### src/rtl/alu_arbiter_if.sv
// Requester handshakes, shared response bus and shared-ALU drive for alu_arbiter.
// Signal prefixes are from the arbiter's point of view (i_ = into the arbiter).
interface alu_arbiter_if #(
  parameter int REG_SIZE = 8,
  parameter int SEL_SIZE = 3
);
  logic                i_req0_valid;
  logic                i_req1_valid;
  logic                o_req0_ready;
  logic                o_req1_ready;
  logic [SEL_SIZE-1:0] i_req0_select;
  logic [SEL_SIZE-1:0] i_req1_select;
  logic [REG_SIZE-1:0] i_req0_data1;
  logic [REG_SIZE-1:0] i_req0_data2;
  logic [REG_SIZE-1:0] i_req1_data1;
  logic [REG_SIZE-1:0] i_req1_data2;

  logic                o_rsp0_valid;
  logic                o_rsp1_valid;
  logic [REG_SIZE-1:0] o_rsp_result;
  logic                o_rsp_zero;

  logic [REG_SIZE-1:0] o_alu_data1;
  logic [REG_SIZE-1:0] o_alu_data2;
  logic [SEL_SIZE-1:0] o_alu_select;
  logic [REG_SIZE-1:0] i_alu_result;
  logic                i_alu_zero;

  logic                o_busy;

  modport slave (
    input  i_req0_valid, i_req1_valid,
    input  i_req0_select, i_req1_select,
    input  i_req0_data1, i_req0_data2, i_req1_data1, i_req1_data2,
    input  i_alu_result, i_alu_zero,
    output o_req0_ready, o_req1_ready,
    output o_rsp0_valid, o_rsp1_valid, o_rsp_result, o_rsp_zero,
    output o_alu_data1, o_alu_data2, o_alu_select,
    output o_busy
  );

  modport master (
    output i_req0_valid, i_req1_valid,
    output i_req0_select, i_req1_select,
    output i_req0_data1, i_req0_data2, i_req1_data1, i_req1_data2,
    output i_alu_result, i_alu_zero,
    input  o_req0_ready, o_req1_ready,
    input  o_rsp0_valid, o_rsp1_valid, o_rsp_result, o_rsp_zero,
    input  o_alu_data1, o_alu_data2, o_alu_select,
    input  o_busy
  );
endinterface

### src/rtl/alu_arbiter.sv
// Two-requester round-robin arbiter in front of a shared, externally computed ALU.
// state | meaning
// IDLE  | waiting for a request; READY is combinational from VALID and the grant
// EXEC  | operands held on the ALU, latency counter running down to the capture edge
module alu_arbiter #(
  parameter int REG_SIZE = 8,
  parameter int SEL_SIZE = 3,
  parameter int LAT_FAST = 2,
  parameter int LAT_SLOW = 3
) (
  input logic          i_clk,
  input logic          i_rst_n,
  alu_arbiter_if.slave arb
);
  localparam logic [0:0] ST_IDLE = 1'b0;
  localparam logic [0:0] ST_EXEC = 1'b1;

  localparam int LAT_MAX = (LAT_FAST > LAT_SLOW) ? LAT_FAST : LAT_SLOW;
  localparam int CNT_W   = $clog2(LAT_MAX + 1);
  localparam logic [CNT_W-1:0] CNT_FAST = CNT_W'(LAT_FAST);
  localparam logic [CNT_W-1:0] CNT_SLOW = CNT_W'(LAT_SLOW);
  localparam logic [CNT_W-1:0] CNT_LAST = CNT_W'(1);

  logic [0:0]          r_state;
  logic [CNT_W-1:0]    r_cnt;
  logic                r_owner;
  logic                r_last_grant;
  logic [SEL_SIZE-1:0] r_alu_select;
  logic [REG_SIZE-1:0] r_alu_data1;
  logic [REG_SIZE-1:0] r_alu_data2;
  logic [REG_SIZE-1:0] r_rsp_result;
  logic                r_rsp_zero;
  logic                r_rsp0_valid;
  logic                r_rsp1_valid;

  logic                w_idle;
  logic                w_grant;
  logic                w_ready0;
  logic                w_ready1;
  logic                w_accept;
  logic                w_fast;
  logic [SEL_SIZE-1:0] w_sel;
  logic [REG_SIZE-1:0] w_d1;
  logic [REG_SIZE-1:0] w_d2;
  logic [CNT_W-1:0]    w_lat;

  assign w_idle = (r_state == ST_IDLE);

  // On a tie the requester that did not win last time is granted.
  always_comb begin
    w_grant = 1'b0;
    if (arb.i_req0_valid && arb.i_req1_valid) begin
      w_grant = ~r_last_grant;
    end else if (arb.i_req1_valid) begin
      w_grant = 1'b1;
    end
  end

  assign w_ready0 = w_idle && arb.i_req0_valid && !w_grant;
  assign w_ready1 = w_idle && arb.i_req1_valid &&  w_grant;
  assign w_accept = w_ready0 || w_ready1;

  assign w_sel = w_grant ? arb.i_req1_select : arb.i_req0_select;
  assign w_d1  = w_grant ? arb.i_req1_data1  : arb.i_req0_data1;
  assign w_d2  = w_grant ? arb.i_req1_data2  : arb.i_req0_data2;

  // mov, and, or complete on the fast path; everything else is slow.
  assign w_fast = (w_sel == SEL_SIZE'(0)) || (w_sel == SEL_SIZE'(2)) ||
                  (w_sel == SEL_SIZE'(3));
  assign w_lat  = w_fast ? CNT_FAST : CNT_SLOW;

  always_ff @(posedge i_clk or negedge i_rst_n) begin
    if (!i_rst_n) begin
      r_state      <= ST_IDLE;
      r_cnt        <= '0;
      r_owner      <= 1'b0;
      r_last_grant <= 1'b1;
      r_alu_select <= '0;
      r_alu_data1  <= '0;
      r_alu_data2  <= '0;
      r_rsp_result <= '0;
      r_rsp_zero   <= 1'b0;
      r_rsp0_valid <= 1'b0;
      r_rsp1_valid <= 1'b0;
    end else begin
      r_rsp0_valid <= 1'b0;
      r_rsp1_valid <= 1'b0;
      if (r_state == ST_IDLE) begin
        if (w_accept) begin
          r_owner      <= w_grant;
          r_last_grant <= w_grant;
          r_alu_select <= w_sel;
          r_alu_data1  <= w_d1;
          r_alu_data2  <= w_d2;
          r_cnt        <= w_lat;
          r_state      <= ST_EXEC;
        end
      end else begin
        r_cnt <= r_cnt - CNT_LAST;
        // Terminal count: the ALU has had the full latency to settle.
        if (r_cnt == CNT_LAST) begin
          r_rsp_result <= arb.i_alu_result;
          r_rsp_zero   <= arb.i_alu_zero;
          r_rsp0_valid <= ~r_owner;
          r_rsp1_valid <= r_owner;
          r_state      <= ST_IDLE;
        end
      end
    end
  end

  assign arb.o_req0_ready = w_ready0;
  assign arb.o_req1_ready = w_ready1;
  assign arb.o_rsp0_valid = r_rsp0_valid;
  assign arb.o_rsp1_valid = r_rsp1_valid;
  assign arb.o_rsp_result = r_rsp_result;
  assign arb.o_rsp_zero   = r_rsp_zero;
  assign arb.o_alu_select = r_alu_select;
  assign arb.o_alu_data1  = r_alu_data1;
  assign arb.o_alu_data2  = r_alu_data2;
  assign arb.o_busy       = (r_state == ST_EXEC);
endmodule

### src/flat_wrapper.sv
// flat-port wrapper written by rule: the top's interface ports become plain ports
module alu_arbiter_flat 
#(
  parameter int REG_SIZE = 8,
  parameter int SEL_SIZE = 3,
  parameter int LAT_FAST = 2,
  parameter int LAT_SLOW = 3
)
  (i_clk, i_rst_n, arb_i_req0_valid, arb_i_req1_valid, arb_i_req0_select, arb_i_req1_select, arb_i_req0_data1, arb_i_req0_data2, arb_i_req1_data1, arb_i_req1_data2, arb_i_alu_result, arb_i_alu_zero, arb_o_req0_ready, arb_o_req1_ready, arb_o_rsp0_valid, arb_o_rsp1_valid, arb_o_rsp_result, arb_o_rsp_zero, arb_o_alu_data1, arb_o_alu_data2, arb_o_alu_select, arb_o_busy);
  alu_arbiter_if #(.REG_SIZE(REG_SIZE), .SEL_SIZE(SEL_SIZE)) arb_i ();
  input logic i_clk;
  input logic i_rst_n;
  input wire logic [$bits(arb_i.i_req0_valid)-1:0] arb_i_req0_valid;
  input wire logic [$bits(arb_i.i_req1_valid)-1:0] arb_i_req1_valid;
  input wire logic [$bits(arb_i.i_req0_select)-1:0] arb_i_req0_select;
  input wire logic [$bits(arb_i.i_req1_select)-1:0] arb_i_req1_select;
  input wire logic [$bits(arb_i.i_req0_data1)-1:0] arb_i_req0_data1;
  input wire logic [$bits(arb_i.i_req0_data2)-1:0] arb_i_req0_data2;
  input wire logic [$bits(arb_i.i_req1_data1)-1:0] arb_i_req1_data1;
  input wire logic [$bits(arb_i.i_req1_data2)-1:0] arb_i_req1_data2;
  input wire logic [$bits(arb_i.i_alu_result)-1:0] arb_i_alu_result;
  input wire logic [$bits(arb_i.i_alu_zero)-1:0] arb_i_alu_zero;
  output wire logic [$bits(arb_i.o_req0_ready)-1:0] arb_o_req0_ready;
  output wire logic [$bits(arb_i.o_req1_ready)-1:0] arb_o_req1_ready;
  output wire logic [$bits(arb_i.o_rsp0_valid)-1:0] arb_o_rsp0_valid;
  output wire logic [$bits(arb_i.o_rsp1_valid)-1:0] arb_o_rsp1_valid;
  output wire logic [$bits(arb_i.o_rsp_result)-1:0] arb_o_rsp_result;
  output wire logic [$bits(arb_i.o_rsp_zero)-1:0] arb_o_rsp_zero;
  output wire logic [$bits(arb_i.o_alu_data1)-1:0] arb_o_alu_data1;
  output wire logic [$bits(arb_i.o_alu_data2)-1:0] arb_o_alu_data2;
  output wire logic [$bits(arb_i.o_alu_select)-1:0] arb_o_alu_select;
  output wire logic [$bits(arb_i.o_busy)-1:0] arb_o_busy;
  assign arb_i.i_req0_valid = arb_i_req0_valid;
  assign arb_i.i_req1_valid = arb_i_req1_valid;
  assign arb_i.i_req0_select = arb_i_req0_select;
  assign arb_i.i_req1_select = arb_i_req1_select;
  assign arb_i.i_req0_data1 = arb_i_req0_data1;
  assign arb_i.i_req0_data2 = arb_i_req0_data2;
  assign arb_i.i_req1_data1 = arb_i_req1_data1;
  assign arb_i.i_req1_data2 = arb_i_req1_data2;
  assign arb_i.i_alu_result = arb_i_alu_result;
  assign arb_i.i_alu_zero = arb_i_alu_zero;
  assign arb_o_req0_ready = arb_i.o_req0_ready;
  assign arb_o_req1_ready = arb_i.o_req1_ready;
  assign arb_o_rsp0_valid = arb_i.o_rsp0_valid;
  assign arb_o_rsp1_valid = arb_i.o_rsp1_valid;
  assign arb_o_rsp_result = arb_i.o_rsp_result;
  assign arb_o_rsp_zero = arb_i.o_rsp_zero;
  assign arb_o_alu_data1 = arb_i.o_alu_data1;
  assign arb_o_alu_data2 = arb_i.o_alu_data2;
  assign arb_o_alu_select = arb_i.o_alu_select;
  assign arb_o_busy = arb_i.o_busy;
  alu_arbiter #(.REG_SIZE(REG_SIZE), .SEL_SIZE(SEL_SIZE), .LAT_FAST(LAT_FAST), .LAT_SLOW(LAT_SLOW)) u_core (.i_clk(i_clk), .i_rst_n(i_rst_n), .arb(arb_i));
endmodule
### config.mk
export PLATFORM = sky130hd
export DESIGN_NAME = alu_arbiter_flat
export DESIGN_NICKNAME = d
export VERILOG_FILES = /design/src/rtl/alu_arbiter_if.sv /design/src/rtl/alu_arbiter.sv /design/src/flat_wrapper.sv
export SDC_FILE = /design/constraint.sdc
export NUM_CORES = 1
export LEC_CHECK = 0
export BUFFER_PORTS_ARGS = -buffer_cell sky130_fd_sc_hd__clkbuf_2
export CAP_MARGIN = 5
export CORE_ASPECT_RATIO = 1.5
export CORE_MARGIN = 10
export CORE_UTILIZATION = 48
export CTS_BUF_LIST = sky130_fd_sc_hd__clkbuf_16
export CTS_CLUSTER_DIAMETER = 80
export CTS_CLUSTER_SIZE = 20
export DETAILED_ROUTE_END_ITERATION = 8
export PLACE_DENSITY = 0.94
export SETUP_SLACK_MARGIN = 0.15
export SYNTH_ARGS = -nofsm -noshare
export SYNTH_HDL_FRONTEND = slang
export SYNTH_SLANG_ARGS = --single-unit
### constraint.sdc
create_clock -name i_clk -period 2.3 [get_ports i_clk]
set_clock_uncertainty 0.1 [all_clocks]
set_input_delay 0.115 -clock i_clk [delete_from_list [all_inputs] [get_ports i_clk]]
set_output_delay 0.115 -clock i_clk [all_outputs]
set_load 0.01 [all_outputs]
==> impl_metrics.xml, run 1 <==
<?xml version="1.0" encoding="UTF-8"?>
<metrics>
  <group name="floorplanning">
    <metric name="core.rowCount" unit="">25</metric>
    <metric name="floorplan.die.height" unit="µm">90.5</metric>
    <metric name="boundaryPins" unit="">84</metric>
    <metric name="floorplan.core_area" unit="µm²">3160</metric>
    <metric name="fp.dieArea" unit="µm²">6060</metric>
    <metric name="die_width" unit="µm">67.0</metric>
    <metric name="initial_utilization" unit="">0.503</metric>
  </group>
  <group name="yosys">
    <metric name="yosys.area.top_type_share" unit="">0.535</metric>
    <metric name="yosys_reg_bits" unit="">35</metric>
    <metric name="synthesis.nets" unit="">187</metric>
    <metric name="yosysSeqAreaShare" unit="">0.552</metric>
    <metric name="synthDistinctLibCells" unit="">30</metric>
    <metric name="synth.area.top_cells" unit="">sky130_fd_sc_hd__dfrtp_1 54%, sky130_fd_sc_hd__mux2i_1 11%, sky130_fd_sc_hd__mux2_2 6.4%</metric>
    <metric name="synthesis.area_per_instance" unit="µm²">11.8</metric>
    <metric name="synthesized_cell_area" unit="µm²">1590</metric>
    <metric name="yosysWarnings" unit="">0</metric>
    <metric name="top_cell_type_by_total_area_after_synthesis" unit="">sky130_fd_sc_hd__dfrtp_1</metric>
    <metric name="synth_cells" unit="">135</metric>
  </group>
  <group name="placement">
    <metric name="post-place-ws" unit="ps">637</metric>
    <metric name="placedInstanceArea" unit="µm²">2020</metric>
    <metric name="place.gp.congestion" unit="">0.853</metric>
    <metric name="dp_hpwl" unit="mm">3.54</metric>
    <metric name="buffer_ports.inserted" unit="">83</metric>
  </group>
  <group name="worst_setup_path">
    <metric name="cp_top_family" unit="">buffers and inverters</metric>
    <metric name="cp.buffers_inverters" unit="">2</metric>
    <metric name="crit_type" unit="">reg -&gt; out</metric>
    <metric name="timing.critical_path.from" unit="">u_core.r_last_grant</metric>
    <metric name="worst_setup_path_end_kind" unit="">output pin</metric>
    <metric name="worstPathRequired" unit="ps">2090</metric>
    <metric name="worst_r2r_startpoint" unit="">u_core.arb.o_busy</metric>
    <metric name="rr_worst_depth" unit="">4</metric>
    <metric name="cp_slowest_stage_delay" unit="ps">390</metric>
    <metric name="worst-path-stages" unit="">4</metric>
    <metric name="critical_path_destination" unit="">arb_o_req1_ready</metric>
    <metric name="critical_path_data_arrival_time" unit="ps">1460</metric>
    <metric name="worst_path_max_delay_cell" unit="">sky130_fd_sc_hd__dfstp_2</metric>
    <metric name="r2r_slack" unit="ps">670</metric>
    <metric name="cp-start-kind" unit="">flip-flop</metric>
    <metric name="r2r_end" unit="">u_core.arb.o_alu_data2[1]</metric>
    <metric name="cp_max_fo" unit="">12</metric>
    <metric name="crit_chain" unit="">a21boi_4, buf_4, nor2b_1, clkbuf_2</metric>
  </group>
  <group name="final_layout">
    <metric name="fillerInstances" unit="">249</metric>
    <metric name="finish.net_count" unit="">282</metric>
    <metric name="stdcell_area" unit="µm²">2260</metric>
    <metric name="multi_input_area" unit="µm²">634</metric>
    <metric name="antenna-diode-count" unit="">0</metric>
    <metric name="area_delta_synth_final" unit="%">41.9</metric>
    <metric name="fraction_of_final_layout_cells_sized_beyond_drive_strength_1" unit="">0.472</metric>
    <metric name="seq_area" unit="µm²">877</metric>
  </group>
  <group name="global_routing">
    <metric name="grt_first_pass_wirelength" unit="mm">7.31</metric>
    <metric name="globalRouteMet1Util" unit="">0.146</metric>
    <metric name="grt_usage" unit="">0.153</metric>
    <metric name="globalRouteOverflowTotal" unit="">0</metric>
    <metric name="use_met2" unit="">0.249</metric>
    <metric name="use_met3" unit="">0.106</metric>
    <metric name="antenna_violations_before_repair" unit="">0</metric>
    <metric name="first_global_vias" unit="">1549</metric>
    <metric name="grt_most_used_layer" unit="">met2</metric>
    <metric name="pin_count_of_the_biggest_net_entering_global_routing" unit="">36</metric>
  </group>
  <group name="cts">
    <metric name="cts_inserted_buffers" unit="">5</metric>
    <metric name="ctsResizeCount" unit="">0</metric>
    <metric name="cts_tree" unit="">done</metric>
    <metric name="clock_tree.buffer_depth" unit="">2</metric>
    <metric name="ctsHtreeMaxLevel" unit="">2</metric>
    <metric name="cts_root_buffer" unit="">sky130_fd_sc_hd__clkbuf_16</metric>
    <metric name="clkSinkCount" unit="">35</metric>
    <metric name="post_cts_setup_buffers" unit="">0</metric>
    <metric name="worst_skew_pair.late_latency" unit="ps">270</metric>
    <metric name="cts.reportedPaths.clkPinSlew" unit="ps">50</metric>
    <metric name="cts_hold_buf" unit="">10</metric>
  </group>
  <group name="timing">
    <metric name="finalHoldWorstSlack" unit="ps">7.08</metric>
    <metric name="finalMaxSlewViolations" unit="">0</metric>
    <metric name="clock.fmax" unit="MHz">595</metric>
    <metric name="final-hold-violation-count" unit="">0</metric>
    <metric name="layout_setup_ws" unit="ps">620</metric>
    <metric name="finalSetupViolations" unit="">0</metric>
    <metric name="setup_tns" unit="ps">0</metric>
    <metric name="period_share" unit="">0.730</metric>
    <metric name="finalWorstPathRequiredPeriod" unit="ps">1680</metric>
    <metric name="rsz0062_at_grt" unit="">no</metric>
    <metric name="max_slew.worst_pin.slew" unit="ps">922</metric>
    <metric name="timing.max_slew.rel_slack" unit="">0.385</metric>
  </group>
  <group name="route">
    <metric name="initialDrtViolationCount" unit="">33</metric>
    <metric name="detail-route-antenna-nets" unit="">0</metric>
    <metric name="route.final.wire_length" unit="mm">4.51</metric>
    <metric name="routedWlPerCell" unit="µm">16.6</metric>
    <metric name="firstDrtPassIters" unit="">4</metric>
    <metric name="detail_route.drc_violations" unit="">0</metric>
    <metric name="num_vias" unit="">1377</metric>
    <metric name="route.detailed.vias_per_inst" unit="">5.08</metric>
  </group>
  <group name="power_and_ir_drop">
    <metric name="vdd_drop_max" unit="mV">0.875</metric>
    <metric name="power_per_cell_area" unit="nW/µm²">1300</metric>
    <metric name="leakagePower" unit="nW">1.21</metric>
  </group>
  <group name="min_path">
    <metric name="holdCritPathClass" unit="">in -&gt; reg</metric>
  </group>
  <group name="run">
    <metric name="cap_violations" unit="">0</metric>
  </group>
  <group name="status">
    <metric name="status" unit="">complete, no violations</metric>
  </group>
</metrics>
==> synth_stat cells (all sizes together) <==
master	n
a21boi	2
a21o	1
a21oi	2
a22o	1
a32oi	1
and3	1
and3b	1
buf	7
clkbuf	2
dfrtp	34
dfstp	1
ha	1
inv	3
mux2	9
mux2i	18
nand2	19
nand2b	2
nor2	5
nor2b	1
nor3b	1
nor4	2
o21ai	18
o21bai	1
o31a	2
==> final cells by class <==
type                       instances  share of cell area
sequential                        35               0.389
multi-input combinational         88               0.281
timing repair buffer              97               0.242
clock buffer                       5              0.0555
tap                               40              0.0222
clock inverter                     3             0.00555
inverter                           3             0.00499
==> worst reg2reg max path, delay by kind of cell (launching register included) <==
| family | cells | cell delay, ps |
|---|---|---|
| flops | 1 | 500 |
| compound gates | 2 | 530 |
| buf+inv | 1 | 290 |
| simple gates | 1 | 60 |
==> worst min path at each step <==
stage                           endpoint           startpoint  cells past startpoint  slack, ps
2_1_floorplan  u_core.arb.o_alu_data1[0]              i_rst_n                      0       -280
3_3_place_gp   u_core.arb.o_alu_data1[2]              i_rst_n                      1        150
3_5_place_dp   u_core.arb.o_alu_data1[2]              i_rst_n                      1        150
4_1_cts        u_core.arb.o_alu_data2[4]  arb_i_req0_data2[4]                      3         10
5_1_grt        u_core.arb.o_alu_data2[4]  arb_i_req0_data2[4]                      3         10
6_report       u_core.arb.o_alu_data2[4]  arb_i_req0_data2[4]                      3          7
==> flip-flops by register name, summed over array words and instances, names as in the netlist <==
name and flops:
u_core.arb.o_rsp0_valid 1, u_core.arb.o_alu_select 3, u_core.arb.o_rsp_zero 1, u_core.arb.o_alu_data1 8, u_core.r_owner 1, u_core.arb.o_busy 1
u_core.r_cnt 2, u_core.r_last_grant 1, u_core.arb.o_alu_data2 8, u_core.arb.o_rsp1_valid 1, u_core.arb.o_rsp_result 8
==> metrics by stage <==
step,utilization,instances,power [W]
after global routing,0.714,271,0.00315
after detailed placement,0.639,253,0.00232
after CTS,0.714,271,0.00297
after floorplan,-,135,0.00184
after global placement,0.639,253,0.00224
final,0.714,271,0.00292
==> cell families (layout without fill, tap and decap cells) <==
group / Yosys count / count (layout) / synth area share
AO/OA/AOI/OAI: 28 / 28 / 0.118
flip-flops: 35 / 35 / 0.552
buffers and inverters: 12 / 108 / 0.0519
adder cells (fa/ha/maj): 1 / 1 / 0.00787
AND/OR/NAND/NOR: 32 / 32 / 0.0936
multiplexers: 27 / 27 / 0.177
==> metal layers <==
| metal | share of wire | routed length, µm |
|---|---|---|
| met3 | 0.16 | 742 |
| met2 | 0.48 | 2150 |
| met4 | 0.012 | 52 |
| met1 | 0.35 | 1570 |
| met5 | 0 | 0 |
==> cell usage in the layout (no fill, tap or decap) <==
| cell | n |
|---|---|
| sky130_fd_sc_hd__nor2b_1 | 1 |
| sky130_fd_sc_hd__o21ai_2 | 3 |
| sky130_fd_sc_hd__nand2b_1 | 2 |
| sky130_fd_sc_hd__dlygate4sd3_1 | 10 |
| sky130_fd_sc_hd__clkbuf_2 | 83 |
| sky130_fd_sc_hd__clkbuf_16 | 5 |
| sky130_fd_sc_hd__nand2_1 | 19 |
| sky130_fd_sc_hd__dfstp_2 | 1 |
| sky130_fd_sc_hd__mux2i_1 | 18 |
| sky130_fd_sc_hd__mux2_2 | 9 |
| sky130_fd_sc_hd__a21boi_4 | 1 |
| sky130_fd_sc_hd__a22o_1 | 1 |
| sky130_fd_sc_hd__a21boi_0 | 1 |
| sky130_fd_sc_hd__nor2_1 | 5 |
| sky130_fd_sc_hd__a21o_1 | 1 |
| sky130_fd_sc_hd__nor4_1 | 2 |
| sky130_fd_sc_hd__o21ai_1 | 15 |
| sky130_fd_sc_hd__clkinv_2 | 1 |
| sky130_fd_sc_hd__o31a_1 | 2 |
| sky130_fd_sc_hd__nor3b_2 | 1 |
| sky130_fd_sc_hd__inv_1 | 5 |
| sky130_fd_sc_hd__and3_1 | 1 |
| sky130_fd_sc_hd__a32oi_1 | 1 |
| sky130_fd_sc_hd__dfrtp_1 | 34 |
| sky130_fd_sc_hd__buf_4 | 4 |
| sky130_fd_sc_hd__a21oi_1 | 2 |
| sky130_fd_sc_hd__and3b_1 | 1 |
| sky130_fd_sc_hd__ha_1 | 1 |
| sky130_fd_sc_hd__o21bai_2 | 1 |
==> power by group <==
group | switching [W] | internal (W)
Combinational | 0.000626 | 0.000554
Sequential | 0.000196 | 0.000930
Clock | 0.000229 | 0.000390
Total | 0.00105 | 0.00187
Power figures use the tool's default switching activity.
==> inputs of run 2 (changes only) <==
- ABC_AREA: not set -> 1
- CORE_UTILIZATION: 48 -> 39
- PLACE_DENSITY: 0.94 -> 0.83
- clock period: 2.3 -> 1.4 ns (I/O delays scaled with it)
==> run 2 against run 1 <==
Net effect:
- the flow now finishes with violations (setup timing)
- cell count increased by 33%
- synthesized cell count grew 20%
- die area rose by 14%
- power increased by 120%
- non-clock buffer count is 55 higher
- largest power group unchanged
- sequential cell count unchanged
==> impl_metrics.xml, run 2 <==
<?xml version="1.0" encoding="UTF-8"?>
<metrics>
  <group name="status">
    <metric name="status" unit="">complete, but fails checks</metric>
    <metric name="violations" unit="">setup timing</metric>
  </group>
  <group name="route">
    <metric name="detail_route.drc_violations" unit="">0</metric>
    <metric name="route.final.wire_length" unit="mm">7.48</metric>
    <metric name="initialDrtViolationCount" unit="">153</metric>
    <metric name="detail-route-antenna-nets" unit="">0</metric>
    <metric name="route.detailed.vias_per_inst" unit="">5.26</metric>
    <metric name="num_vias" unit="">1900</metric>
    <metric name="routedWlPerCell" unit="µm">20.7</metric>
    <metric name="firstDrtPassIters" unit="">5</metric>
  </group>
  <group name="yosys">
    <metric name="synth_most_common_cell" unit="">sky130_fd_sc_hd__nand2_1</metric>
    <metric name="yosys_reg_bits" unit="">35</metric>
    <metric name="synth.area.top_cells" unit="">sky130_fd_sc_hd__dfrtp_1 55%, sky130_fd_sc_hd__nand2_1 11%, sky130_fd_sc_hd__a31oi_1 6.9%</metric>
    <metric name="yosys.area.top_type_share" unit="">0.553</metric>
    <metric name="synth-edff-count" unit="">0</metric>
    <metric name="synthDistinctLibCells" unit="">19</metric>
    <metric name="synthesis.area_per_instance" unit="µm²">9.50</metric>
    <metric name="synth_cells" unit="">162</metric>
    <metric name="synthesis.nets" unit="">214</metric>
    <metric name="top_cell_type_by_total_area_after_synthesis" unit="">sky130_fd_sc_hd__dfrtp_1</metric>
    <metric name="yosysSeqAreaShare" unit="">0.570</metric>
    <metric name="synth_common_cells" unit="">47 x sky130_fd_sc_hd__nand2_1, 34 x sky130_fd_sc_hd__dfrtp_1, 26 x sky130_fd_sc_hd__nor2_1</metric>
    <metric name="synth_top_flop_cell" unit="">sky130_fd_sc_hd__dfrtp_1</metric>
    <metric name="async_reset_ff_frac" unit="">1.00</metric>
    <metric name="yosysWarnings" unit="">0</metric>
    <metric name="synthesized_cell_area" unit="µm²">1540</metric>
  </group>
  <group name="worst_setup_path">
    <metric name="crit_type" unit="">reg -&gt; reg</metric>
    <metric name="cp-start-kind" unit="">flip-flop</metric>
    <metric name="worstPathRequired" unit="ps">1480</metric>
    <metric name="worst_setup_path_end_kind" unit="">flip-flop</metric>
    <metric name="critical_path_data_arrival_time" unit="ps">1610</metric>
    <metric name="cp_max_fo" unit="">4</metric>
  </group>
  <group name="power_and_ir_drop">
    <metric name="power_per_cell_area" unit="nW/µm²">2090</metric>
    <metric name="leakagePower" unit="nW">1.55</metric>
    <metric name="power.internal" unit="W">0.00395</metric>
    <metric name="clockPowerShare" unit="">0.164</metric>
    <metric name="p_sw" unit="W">0.00254</metric>
    <metric name="vdd_drop_max" unit="mV">1.68</metric>
    <metric name="report.power.total" unit="W">0.00650</metric>
    <metric name="p_seq_frac" unit="">0.294</metric>
    <metric name="swShare" unit="">0.391</metric>
    <metric name="combinationalPowerShare" unit="">0.542</metric>
  </group>
  <group name="timing">
    <metric name="timing.max_slew.rel_slack" unit="">0.699</metric>
    <metric name="final-hold-violation-count" unit="">0</metric>
    <metric name="rsz0062_at_grt" unit="">yes</metric>
    <metric name="period_share" unit="">1.09</metric>
    <metric name="finalWorstPathRequiredPeriod" unit="ps">1530</metric>
    <metric name="layout_setup_ws" unit="ps">-128</metric>
    <metric name="max_slew.worst_pin.slew" unit="ps">451</metric>
    <metric name="finalSetupViolations" unit="">14</metric>
    <metric name="finalMaxSlewViolations" unit="">0</metric>
    <metric name="clock.fmax" unit="MHz">655</metric>
    <metric name="setup_tns" unit="ps">-565</metric>
  </group>
  <group name="global_routing">
    <metric name="globalRouteOverflowTotal" unit="">0</metric>
    <metric name="antenna_violations_before_repair" unit="">3</metric>
    <metric name="pin_count_of_the_biggest_net_entering_global_routing" unit="">21</metric>
    <metric name="grt_first_pass_wirelength" unit="mm">9.22</metric>
    <metric name="first_global_vias" unit="">1851</metric>
    <metric name="grt_usage" unit="">0.165</metric>
  </group>
  <group name="run">
    <metric name="cap_violations" unit="">0</metric>
  </group>
  <group name="cts">
    <metric name="cts.reportedPaths.clkPinSlew" unit="ps">60</metric>
    <metric name="clock_tree.buffer_depth" unit="">2</metric>
    <metric name="cts_inserted_buffers" unit="">5</metric>
    <metric name="ctsHtreeMaxLevel" unit="">2</metric>
    <metric name="cts_tree" unit="">done</metric>
    <metric name="worst_skew_pair.late_latency" unit="ps">280</metric>
    <metric name="clkSinkCount" unit="">35</metric>
    <metric name="cts_root_buffer" unit="">sky130_fd_sc_hd__clkbuf_16</metric>
  </group>
  <group name="floorplanning">
    <metric name="boundaryPins" unit="">84</metric>
    <metric name="floorplan.core_area" unit="µm²">3750</metric>
    <metric name="initial_utilization" unit="">0.410</metric>
    <metric name="die_width" unit="µm">71.3</metric>
    <metric name="core.rowCount" unit="">27</metric>
    <metric name="floorplan.die.height" unit="µm">96.9</metric>
    <metric name="fp.dieArea" unit="µm²">6910</metric>
  </group>
  <group name="final_layout">
    <metric name="fraction_of_final_layout_cells_sized_beyond_drive_strength_1" unit="">0.495</metric>
    <metric name="finish.net_count" unit="">366</metric>
    <metric name="mostFrequentLayoutCell" unit="">sky130_fd_sc_hd__clkbuf_2</metric>
    <metric name="area_delta_synth_final" unit="%">102</metric>
    <metric name="top_library_cells_by_usage_in_the_layout_fill_and_taps_aside" unit="">81 x sky130_fd_sc_hd__clkbuf_2, 44 x sky130_fd_sc_hd__dlygate4sd3_1, 33 x sky130_fd_sc_hd__dfrtp_1</metric>
    <metric name="final_cell_count_without_fillers" unit="">361</metric>
  </group>
  <group name="placement">
    <metric name="buffer_ports.inserted" unit="">83</metric>
    <metric name="place.gp.congestion" unit="">0.736</metric>
    <metric name="placed_cells_incl_taps" unit="">285</metric>
    <metric name="post-place-ws" unit="ps">6.81</metric>
    <metric name="dp_hpwl" unit="mm">3.54</metric>
  </group>
  <group name="min_path">
    <metric name="holdCritPathClass" unit="">in -&gt; reg</metric>
  </group>
</metrics>
## run 2: path summary, 6_finish.rpt
check,end,slack [ps],cells past startpoint,from
worst max-delay path,u_core.arb.o_alu_data1[3],-130,7,u_core.r_last_grant
worst min-delay path,u_core.arb.o_alu_select[1],30,5,arb_i_req0_select[1]
worst max register to register,u_core.arb.o_alu_data1[3],-130,7,u_core.r_last_grant
worst min register to register,u_core.arb.o_rsp0_valid,390,1,u_core.r_owner
max in group asynchronous,u_core.arb.o_rsp_result[0],550,3,i_rst_n
min in group asynchronous,u_core.arb.o_alu_select[1],180,2,i_rst_n
## run 2: worst max-delay path, stage by stage, from the launching register on
cell and delay [ps]:
sky130_fd_sc_hd__dfstp_2 570, sky130_fd_sc_hd__nand2_4 80, sky130_fd_sc_hd__nand2_8 90, sky130_fd_sc_hd__buf_6 100, sky130_fd_sc_hd__buf_6 100, sky130_fd_sc_hd__buf_4 100
sky130_fd_sc_hd__nand2_2 50, sky130_fd_sc_hd__a31oi_1 240
## run 2: power groups by stage
stage	Sequential, W	Combinational, W	Clock (W)
floorplan	0.00201	0.00110	0
finish	0.00191	0.00352	0.00107
CTS	0.00182	0.00264	0.00104
detailed placement	0.00183	0.00208	0
global placement	0.00179	0.00202	0
global route	0.00194	0.00374	0.00111
## run 2: cell type report
type                    instances  area, µm²
fillers                       181        648
well taps                      43       53.8
diodes                          3       7.51
flip-flops and latches         35        878
clock buffers                   5        125
multi-input cells             112        776
clock inverters                 3       12.5
repair buffers                152       1210
inverters                       8       40.0
## run 2: routing by layer
layer / vias up / GRT usage / wire, µm
li1: 843 / - / -
met1: 940 / 0.161 / 2580
met2: 100 / 0.299 / 4140
met3: 17 / 0.0459 / 506
met4: 0 / 0.0847 / 255
met5: - / 0 / 0
## run 2: timing repair
item | CTS | global route
endpoints found under the hold margin | 61 | 0
gates resized for setup | 18 | 57
hold buffers | 44 | 0
pin swaps | 9 | 8
buffers inserted | 8 | 6
setup endpoints to repair | 32 | 33
gates cloned | 4 | 3
## run 2: cell families after synthesis
family,synth area share
muxes,0.0724
AOI/OAI and AO/OA,0.0902
adders and majority gates,0.00813
buffers and inverters,0.0658
and+or+nand+nor,0.193
DFF,0.570
## run 2: metrics by stage
stage          utilization  hold slack (ps)  area [µm²]
6_report             0.827             26.6        3100
5_1_grt              0.827             65.3        3100
4_1_cts              0.743             44.7        2790
3_5_place_dp         0.536            -77.5        2010
3_3_place_gp         0.536            -78.6        2010
2_1_floorplan            -             -326        1550
==> inputs of run 3 (changes only) <==
- CORE_UTILIZATION: 39 -> 30
- PLACE_DENSITY: 0.83 -> 0.69
- TNS_END_PERCENT: not set -> 20
==> run 3 against run 2 <==
Net effect:
- the run still ends with setup timing left
- first-iteration DRC count fell by 50%
- register-to-register slack improved by 120 ps
- hold slack improved by 12 ps
- sequential cell count did not move
- global-route usage fell by 4.0 points
- sequential power fell by 4%
- cell count rose by 3.6%
- count of clock-buffer cells in the layout did not move
- fmax rose by 6.8%
- highest routed layer unchanged
==> impl_metrics.xml, run 3 (synthesis results as in run 2) <==
<?xml version="1.0" encoding="UTF-8"?>
<metrics>
  <group name="power_and_ir_drop">
    <metric name="p_seq_frac" unit="">0.326</metric>
    <metric name="report.power.total" unit="W">0.00564</metric>
    <metric name="p_sw" unit="W">0.00204</metric>
    <metric name="vdd_drop_max" unit="mV">0.867</metric>
    <metric name="swShare" unit="">0.363</metric>
    <metric name="clockPowerShare" unit="">0.184</metric>
    <metric name="power_per_cell_area" unit="nW/µm²">1960</metric>
    <metric name="combinationalPowerShare" unit="">0.490</metric>
    <metric name="power.internal" unit="W">0.00360</metric>
    <metric name="leakagePower" unit="nW">1.47</metric>
  </group>
  <group name="timing">
    <metric name="final-hold-violation-count" unit="">0</metric>
    <metric name="finalWorstPathRequiredPeriod" unit="ps">1430</metric>
    <metric name="rsz0062_at_grt" unit="">yes</metric>
    <metric name="finalMaxSlewViolations" unit="">0</metric>
    <metric name="layout_setup_ws" unit="ps">-30.7</metric>
    <metric name="max_slew.worst_pin.slew" unit="ps">443</metric>
    <metric name="finalSetupViolations" unit="">3</metric>
    <metric name="period_share" unit="">1.02</metric>
    <metric name="timing.max_slew.rel_slack" unit="">0.704</metric>
    <metric name="clock.fmax" unit="MHz">699</metric>
  </group>
  <group name="worst_setup_path">
    <metric name="worstPathRequired" unit="ps">1230</metric>
    <metric name="cp_max_fo" unit="">4</metric>
    <metric name="cp-start-kind" unit="">flip-flop</metric>
    <metric name="critical_path_data_arrival_time" unit="ps">1260</metric>
    <metric name="worst_setup_path_end_kind" unit="">output pin</metric>
    <metric name="crit_type" unit="">reg -&gt; out</metric>
  </group>
  <group name="final_layout">
    <metric name="mostFrequentLayoutCell" unit="">sky130_fd_sc_hd__clkbuf_2</metric>
    <metric name="top_library_cells_by_usage_in_the_layout_fill_and_taps_aside" unit="">81 x sky130_fd_sc_hd__clkbuf_2, 44 x sky130_fd_sc_hd__nand2_1, 44 x sky130_fd_sc_hd__dlygate4sd3_1</metric>
    <metric name="fillerInstances" unit="">443</metric>
    <metric name="antenna-diode-count" unit="">0</metric>
    <metric name="area_delta_synth_final" unit="%">87.2</metric>
    <metric name="finish.net_count" unit="">359</metric>
    <metric name="stdcell_area" unit="µm²">2880</metric>
    <metric name="fraction_of_final_layout_cells_sized_beyond_drive_strength_1" unit="">0.432</metric>
  </group>
  <group name="global_routing">
    <metric name="first_global_vias" unit="">1728</metric>
    <metric name="pin_count_of_the_biggest_net_entering_global_routing" unit="">23</metric>
    <metric name="grt_first_pass_wirelength" unit="mm">8.36</metric>
    <metric name="antenna_violations_before_repair" unit="">0</metric>
    <metric name="globalRouteOverflowTotal" unit="">0</metric>
    <metric name="grt_usage" unit="">0.125</metric>
  </group>
  <group name="cts">
    <metric name="clkSinkCount" unit="">35</metric>
    <metric name="cts_tree" unit="">done</metric>
    <metric name="clock_tree.buffer_depth" unit="">2</metric>
    <metric name="cts_inserted_buffers" unit="">5</metric>
    <metric name="worst_skew_pair.late_latency" unit="ps">270</metric>
    <metric name="cts_root_buffer" unit="">sky130_fd_sc_hd__clkbuf_16</metric>
    <metric name="cts.reportedPaths.clkPinSlew" unit="ps">50</metric>
    <metric name="ctsHtreeMaxLevel" unit="">2</metric>
  </group>
  <group name="route">
    <metric name="detail_route.drc_violations" unit="">0</metric>
    <metric name="num_vias" unit="">1678</metric>
    <metric name="routedWlPerCell" unit="µm">15.1</metric>
    <metric name="detail-route-antenna-nets" unit="">0</metric>
    <metric name="firstDrtPassIters" unit="">5</metric>
    <metric name="initialDrtViolationCount" unit="">76</metric>
    <metric name="route.final.wire_length" unit="mm">5.64</metric>
    <metric name="route.detailed.vias_per_inst" unit="">4.49</metric>
  </group>
  <group name="run">
    <metric name="cap_violations" unit="">0</metric>
  </group>
  <group name="min_path">
    <metric name="holdCritPathClass" unit="">in -&gt; reg</metric>
  </group>
  <group name="floorplanning">
    <metric name="initial_utilization" unit="">0.315</metric>
    <metric name="floorplan.die.height" unit="µm">108</metric>
    <metric name="fp.dieArea" unit="µm²">8450</metric>
    <metric name="die_width" unit="µm">78.5</metric>
    <metric name="boundaryPins" unit="">84</metric>
    <metric name="floorplan.core_area" unit="µm²">4890</metric>
    <metric name="core.rowCount" unit="">31</metric>
  </group>
  <group name="placement">
    <metric name="placedInstanceArea" unit="µm²">2030</metric>
    <metric name="dp_hpwl" unit="mm">3.58</metric>
    <metric name="buffer_ports.inserted" unit="">83</metric>
    <metric name="place.gp.congestion" unit="">0.726</metric>
  </group>
  <group name="status">
    <metric name="violations" unit="">setup timing</metric>
    <metric name="status" unit="">complete, but fails checks</metric>
  </group>
</metrics>
[run 3: area by class of cell]
class	instances	area (µm²)	area share
multi-input combinational	111	661	0.229
sequential	35	878	0.305
clock buffer	5	125	0.0434
tap	66	82.6	0.0287
timing repair buffer	146	1080	0.375
inverter	8	40.0	0.0139
clock inverter	3	15.0	0.00521
[run 3: power groups by stage]
stage / sequential [W] / clock, W / combinational, W
CTS: 0.00181 / 0.00107 / 0.00230
global route: 0.00189 / 0.00112 / 0.00301
global placement: 0.00179 / 0 / 0.00201
finish: 0.00184 / 0.00104 / 0.00276
detailed placement: 0.00182 / 0 / 0.00205
floorplan: 0.00200 / 0 / 0.00110
[run 3: final timing paths]
path,start,to,slack (ps),cells after the start
max,u_core.r_last_grant,arb_o_req1_ready,-30,5
min,arb_i_req0_select[1],u_core.arb.o_alu_select[1],40,5
max reg2reg,u_core.arb.o_busy,u_core.arb.o_alu_data2[6],-10,6
min reg2reg,u_core.r_owner,u_core.arb.o_rsp0_valid,320,1
max in group asynchronous,i_rst_n,u_core.arb.o_alu_data1[6],570,3
min in group asynchronous,i_rst_n,u_core.arb.o_rsp_result[0],170,2
[run 3: per-stage QoR]
| step | util | std cells | worst slack (ps) | hold WS [ps] | TNS (ps) |
|---|---|---|---|---|---|
| 5_1_grt | 0.590 | 374 | -69.1 | 89.7 | -586 |
| 4_1_cts | 0.554 | 367 | -45.0 | 41.5 | -61.1 |
| 3_3_place_gp | 0.415 | 309 | 42.9 | -65.8 | 0 |
| 6_report | 0.590 | 374 | -30.7 | 38.7 | -39.1 |
| 2_1_floorplan | - | 162 | 104 | -326 | 0 |
| 3_5_place_dp | 0.415 | 309 | 14.0 | -55.6 | 0 |
[run 3: what timing repair did]
| action | CTS | global route |
|---|---|---|
| endpoints found under the hold margin | 41 | 0 |
| resized for setup | 19 | 29 |
| setup buffers | 5 | 6 |
| cloned | 1 | 1 |
| pin swaps | 9 | 11 |
| endpoints found under the setup margin | 32 | 33 |
| hold buffers | 44 | 0 |
[run 3: worst max-delay path, cell delays in order, from the launching register on]
cell                      delay, ps
sky130_fd_sc_hd__dfstp_2        550
sky130_fd_sc_hd__nand2_4         70
sky130_fd_sc_hd__nand2_8        100
sky130_fd_sc_hd__buf_6          110
sky130_fd_sc_hd__nor2_4          40
sky130_fd_sc_hd__buf_6          110
[run 3: routing by layer]
metal | track usage | up-vias | wire, µm
met4 | 0.0514 | 0 | 87
met2 | 0.232 | 61 | 3130
met5 | 0 | - | 0
li1 | - | 821 | -
met3 | 0.0360 | 8 | 284
met1 | 0.126 | 788 | 2140
